[src/rtl/idli_sqi_ctrl.sv]
// idli_sqi_ctrl: SQI serial-memory controller issuing read (0x03) / write (0x02) bursts of 16-bit words
//   i_clk, i_rst_n          clock, async active-low reset
//   i_req, i_wr, i_addr     request, direction and byte address (sampled in IDLE)
//   i_wdata, o_wr_rdy       write nibble and its consume strobe
//   o_rdata, o_rd_vld       read nibble and its valid strobe
//   o_busy                  controller outside IDLE
//   o_sqi_cs_n, o_sqi_mode, o_sqi_out, i_sqi_in   SQI pin interface
package idli_sqi_pkg;
  typedef enum logic {SQI_MODE_IN = 1'b0, SQI_MODE_OUT = 1'b1} sqi_mode_t;
endpackage

module idli_sqi_ctrl
  import idli_sqi_pkg::*;
#(
  parameter int unsigned RD_DUMMY = 2
) (
  input  logic        i_clk,
  input  logic        i_rst_n,
  input  logic        i_req,
  input  logic        i_wr,
  input  logic [15:0] i_addr,
  input  logic [3:0]  i_wdata,
  output logic        o_wr_rdy,
  output logic        o_rd_vld,
  output logic [3:0]  o_rdata,
  output logic        o_busy,
  output logic        o_sqi_cs_n,
  output sqi_mode_t   o_sqi_mode,
  output logic [3:0]  o_sqi_out,
  input  logic [3:0]  i_sqi_in
);
  typedef enum logic [2:0] {S_IDLE, S_CMD, S_ADDR, S_DUMMY, S_DATA, S_END} state_t;
  localparam logic [2:0] DUMMY_LAST = 3'(RD_DUMMY - 1);
  state_t      state_q, state_d;
  logic [2:0]  cnt_q, cnt_d;
  logic [1:0]  nib_q, nib_d;
  logic        wr_q, wr_d;
  logic [15:0] addr_q, addr_d;
  logic [3:0]  cmd_nib, addr_nib;
  always_ff @(posedge i_clk or negedge i_rst_n) begin
    if (!i_rst_n) begin
      state_q <= S_IDLE;
      cnt_q   <= '0;
      nib_q   <= '0;
      wr_q    <= 1'b0;
      addr_q  <= '0;
    end else begin
      state_q <= state_d;
      cnt_q   <= cnt_d;
      nib_q   <= nib_d;
      wr_q    <= wr_d;
      addr_q  <= addr_d;
    end
  end
  always_comb begin
    state_d = state_q;
    cnt_d   = cnt_q;
    nib_d   = nib_q;
    wr_d    = wr_q;
    addr_d  = addr_q;
    case (state_q)
      S_IDLE: if (i_req) begin
        state_d = S_CMD;
        cnt_d   = '0;
        nib_d   = '0;
        wr_d    = i_wr;
        addr_d  = i_addr;
      end
      S_CMD: begin
        cnt_d = cnt_q + 3'd1;
        if (cnt_q == 3'd1) begin
          state_d = S_ADDR;
          cnt_d   = '0;
        end
      end
      S_ADDR: begin
        cnt_d = cnt_q + 3'd1;
        if (cnt_q == 3'd5) begin
          state_d = (!wr_q && RD_DUMMY != 0) ? S_DUMMY : S_DATA;
          cnt_d   = '0;
        end
      end
      S_DUMMY: begin
        cnt_d = cnt_q + 3'd1;
        if (cnt_q == DUMMY_LAST) begin
          state_d = S_DATA;
          cnt_d   = '0;
        end
      end
      // The burst decision is made only on the last nibble of each word.
      S_DATA: begin
        nib_d = nib_q + 2'd1;
        if (nib_q == 2'd3 && !i_req) state_d = S_END;
      end
      default: state_d = S_IDLE;
    endcase
  end
  always_comb begin
    cmd_nib    = cnt_q[0] ? (wr_q ? 4'h2 : 4'h3) : 4'h0;
    // 24-bit address with a zero top byte, MSB nibble first
    addr_nib   = cnt_q == 3'd2 ? addr_q[15:12] :
                 cnt_q == 3'd3 ? addr_q[11:8]  :
                 cnt_q == 3'd4 ? addr_q[7:4]   :
                 cnt_q == 3'd5 ? addr_q[3:0]   : 4'h0;
    o_busy     = state_q != S_IDLE;
    o_sqi_cs_n = state_q == S_IDLE || state_q == S_END;
    o_wr_rdy   = state_q == S_DATA && wr_q;
    o_rd_vld   = state_q == S_DATA && !wr_q;
    o_rdata    = i_sqi_in;
    o_sqi_mode = (state_q == S_CMD || state_q == S_ADDR || o_wr_rdy) ? SQI_MODE_OUT : SQI_MODE_IN;
    o_sqi_out  = state_q == S_CMD  ? cmd_nib  :
                 state_q == S_ADDR ? addr_nib :
                 o_wr_rdy          ? i_wdata  : 4'h0;
  end
endmodule

[config.mk]
export PLATFORM = sky130hd
export DESIGN_NAME = idli_sqi_ctrl
export DESIGN_NICKNAME = d
export VERILOG_FILES = /design/src/rtl/idli_sqi_ctrl.sv
export SDC_FILE = /design/constraint.sdc
export NUM_CORES = 1
export LEC_CHECK = 0
export ABC_AREA = 1
export BUFFER_PORTS_ARGS = -buffer_cell sky130_fd_sc_hd__buf_2
export CORE_ASPECT_RATIO = 1.2
export CORE_UTILIZATION = 50
export DETAILED_ROUTE_END_ITERATION = 10
export HOLD_SLACK_MARGIN = 0.08
export PLACE_DENSITY = 0.77
export SYNTH_ARGS = -nofsm -noshare
export SYNTH_HDL_FRONTEND = slang
export SYNTH_SLANG_ARGS = --single-unit
[constraint.sdc]
create_clock -name i_clk -period 1.44 [get_ports i_clk]
set_input_delay 0.072 -clock i_clk [delete_from_list [all_inputs] [get_ports i_clk]]
set_output_delay 0.072 -clock i_clk [all_outputs]
set_load 0.05 [all_outputs]
==> run summary <==
YS warnings: 0
Area growth, synth to finish: 52.14%
Chip Width: 51.40 µm
GP Congestion: 0.7997
Number of buffers created by CTS: 3
Post-Route WL: 4151 µm
Failing checks: negative setup slack
Iteration-0 DRC count of the detailed router: 74
Pins Over Slew Limit: 0
Global Route Usage Sum: 24.17%
HP Start: i_sqi_in[1]
Port Buffers: 32
Core area: 2785 µm²
Synth cell types: 22
Post-route setup slack: -420.5 ps
Top-Level Pins: 41
Drt first pass iters: 5
Slew HR: 61.68%
Fill count: 183
Fin. Hold Viols: 0
Vias per cell: 5.204
Status: complete, but fails checks
Initial core utilization: 52.56%
Net count reported at finish: 301
Setup Crit Path Kind: reg2out
Reg2reg start: state_q[1]
Register bit total from synthesis: 25
Final ANT Viol Nets: 0
Cells after Synth: 201
Clk buf depth: 2
Worst R2R Path Depth: 8
DP Wirelength: 2238 µm
# rows: 21
Die area: 3149 µm²
Setup crit end kind: primary output
Setup TNS: -1766 ps
Share of cells above drive strength 1: 37.41%
Worst-Margin Slew: 574.8 ps
Critical Path RT: 1370 ps
CTS tree: built
ANT cells: 0
Die boundary height: 61.28 µm
Routed WL per cell: 13.65 µm
Worst-Skew Late Latency: 330 ps
Clock Sink Count: 25
Post-Syn Area: 1464 µm²
Pwr Density: 2090 nW/µm²
Most frequent cells in the layout: 72 x nand2_1, 24 x dfrtp_1, 23 x buf_2
Worst reg2reg endpoint: addr_q[8]
Maximum fanout along the worst path: 8
Max VDD drop: 1.955 mV
Max Cap Viol: 0
Clock root cell: clkbuf_4
Most common cell after layout, fill and taps aside: nand2_1
Reg clk slew, reported paths: 140 ps
Final min period: 1861 ps
RSZ-0062 raised after global routing: true
P_leak: 0.001152 µW
DRC viols: 0
Hold Path Stages: 0
Largest net degree at the start of global routing: 26
Syn nets: 231
Post-place setup slack: -75.74 ps
CP Launch Type: flip-flop
Min-Delay Path Class: in2out
Setup-failing EPs final: 6
First-pass GRT wire length: 5554 µm
Achievable Freq: 0.5375 GHz
Via Count: 1582
WP data arrival: 1790 ps
Initial antenna violation count: 0
Fin Clk Skew: 10.43 ps
Final Cycle Share: 129.2%
Hold EP: o_rdata[1]
Vias in the first global route: 1306
GRT overflow: 0
Worst R2R Setup Slack: 40 ps
Average size of a mapped cell: 7.283 µm²
# H-tree levels: 1
Register area share after synthesis: 42.74%
[worst max path at each step]
stage / startpoint / end / slack (ps) / cells after the start
finish: cnt_q[1] / o_sqi_out[2] / -420 / 9
global route: cnt_q[1] / o_sqi_out[2] / -510 / 9
CTS: cnt_q[0] / o_sqi_out[0] / -320 / 9
detailed placement: cnt_q[0] / o_sqi_out[3] / -80 / 6
global placement: cnt_q[0] / o_sqi_out[0] / -50 / 8
floorplan: state_q[0] / o_sqi_out[2] / -150 / 6
[power by group]
group          total (µW)  internal [µW]  leakage (µW)  switching, µW
Combinational        3050           1260      0.000823           1790
Clock                 330            106     0.0000139            224
Sequential           1280           1010      0.000314            268
[worst max-delay path, cell delays in order, from the launching register on]
cell and delay [ps]:
dfrtp_1 440, nand2_1 90, inv_1 40, ha_1 180, inv_2 130, o21ai_1 100
inv_1 90, nand2_2 70, a21boi_4 150, buf_6 170
[synthesized netlist by cell type, drive strengths merged]
cell type / n / area share (%)
a21oi: 6 / 2.1
inv: 18 / 4.6
o211ai: 1 / 0.51
o21ai: 12 / 4.1
nor2: 12 / 5.1
nand4: 4 / 1.7
a21boi: 2 / 1.0
ha: 2 / 1.7
nand2: 93 / 25
dfrtp: 25 / 43
or2: 1 / 0.43
buf: 9 / 5.6
nand3: 14 / 4.8
nand3b: 2 / 1.0
[kinds of logic (layout without fill, tap and decap cells)]
family / count (synthesis) / after routing / share of synthesized area [%]
DFF: 25 / 25 / 42.74
and+or+nand+nor: 126 / 127 / 37.61
adders and majority gates: 2 / 2 / 1.709
buffers and inverters: 27 / 95 / 10.26
AOI/OAI and AO/OA: 21 / 21 / 7.692
[routing by layer]
metal	up-vias	wire (µm)	GRT usage (%)
li1	774	-	-
met1	725	1712	31.29
met2	75	2160	42.67
met3	8	213	2.222
met4	0	65	8.108
met5	-	0	0
[sequential cells by signal, summed over array words and instances, names as in the netlist]
signal	count
addr_q	16
cnt_q	3
nib_q	2
state_q	3
wr_q	1
[layout make-up]
class,instances,area [µm²],share of cell area (%)
Sequential cell,25,626.9,28.15
Tap cell,34,42.54,1.910
Clock inverter,1,7.507,0.3371
Timing Repair inverter,1,6.256,0.2809
Clock buffer,3,22.52,1.011
Multi-Input combinational cell,150,819.5,36.80
Timing Repair Buffer,72,624.3,28.03
Inverter,18,77.57,3.483
[per-stage QoR]
step           utilization [%]  hold WS [ps]  std cells  area, µm²  total power (µW)
6_report                 79.96         144.0        304       2227              4655
5_1_grt                  79.96         144.1        304       2227              4964
4_1_cts                  74.84         144.3        299       2085              4213
3_5_place_dp             61.46         96.00        270       1712              3399
3_3_place_gp             61.46         91.56        270       1712              3362
2_1_floorplan                -        -223.6        201       1501              2909
[repair_timing]
item | 4_1_cts | 5_1_grt
pin swaps | 10 | 12
endpoints found under the hold margin | 42 | 0
setup endpoints to repair | 24 | 31
hold buffers | 18 | 0
buffers inserted | 6 | 6
gates resized for setup | 42 | 30
cloned | 2 | 1
No activity file was read; power rests on OpenSTA's default activity.
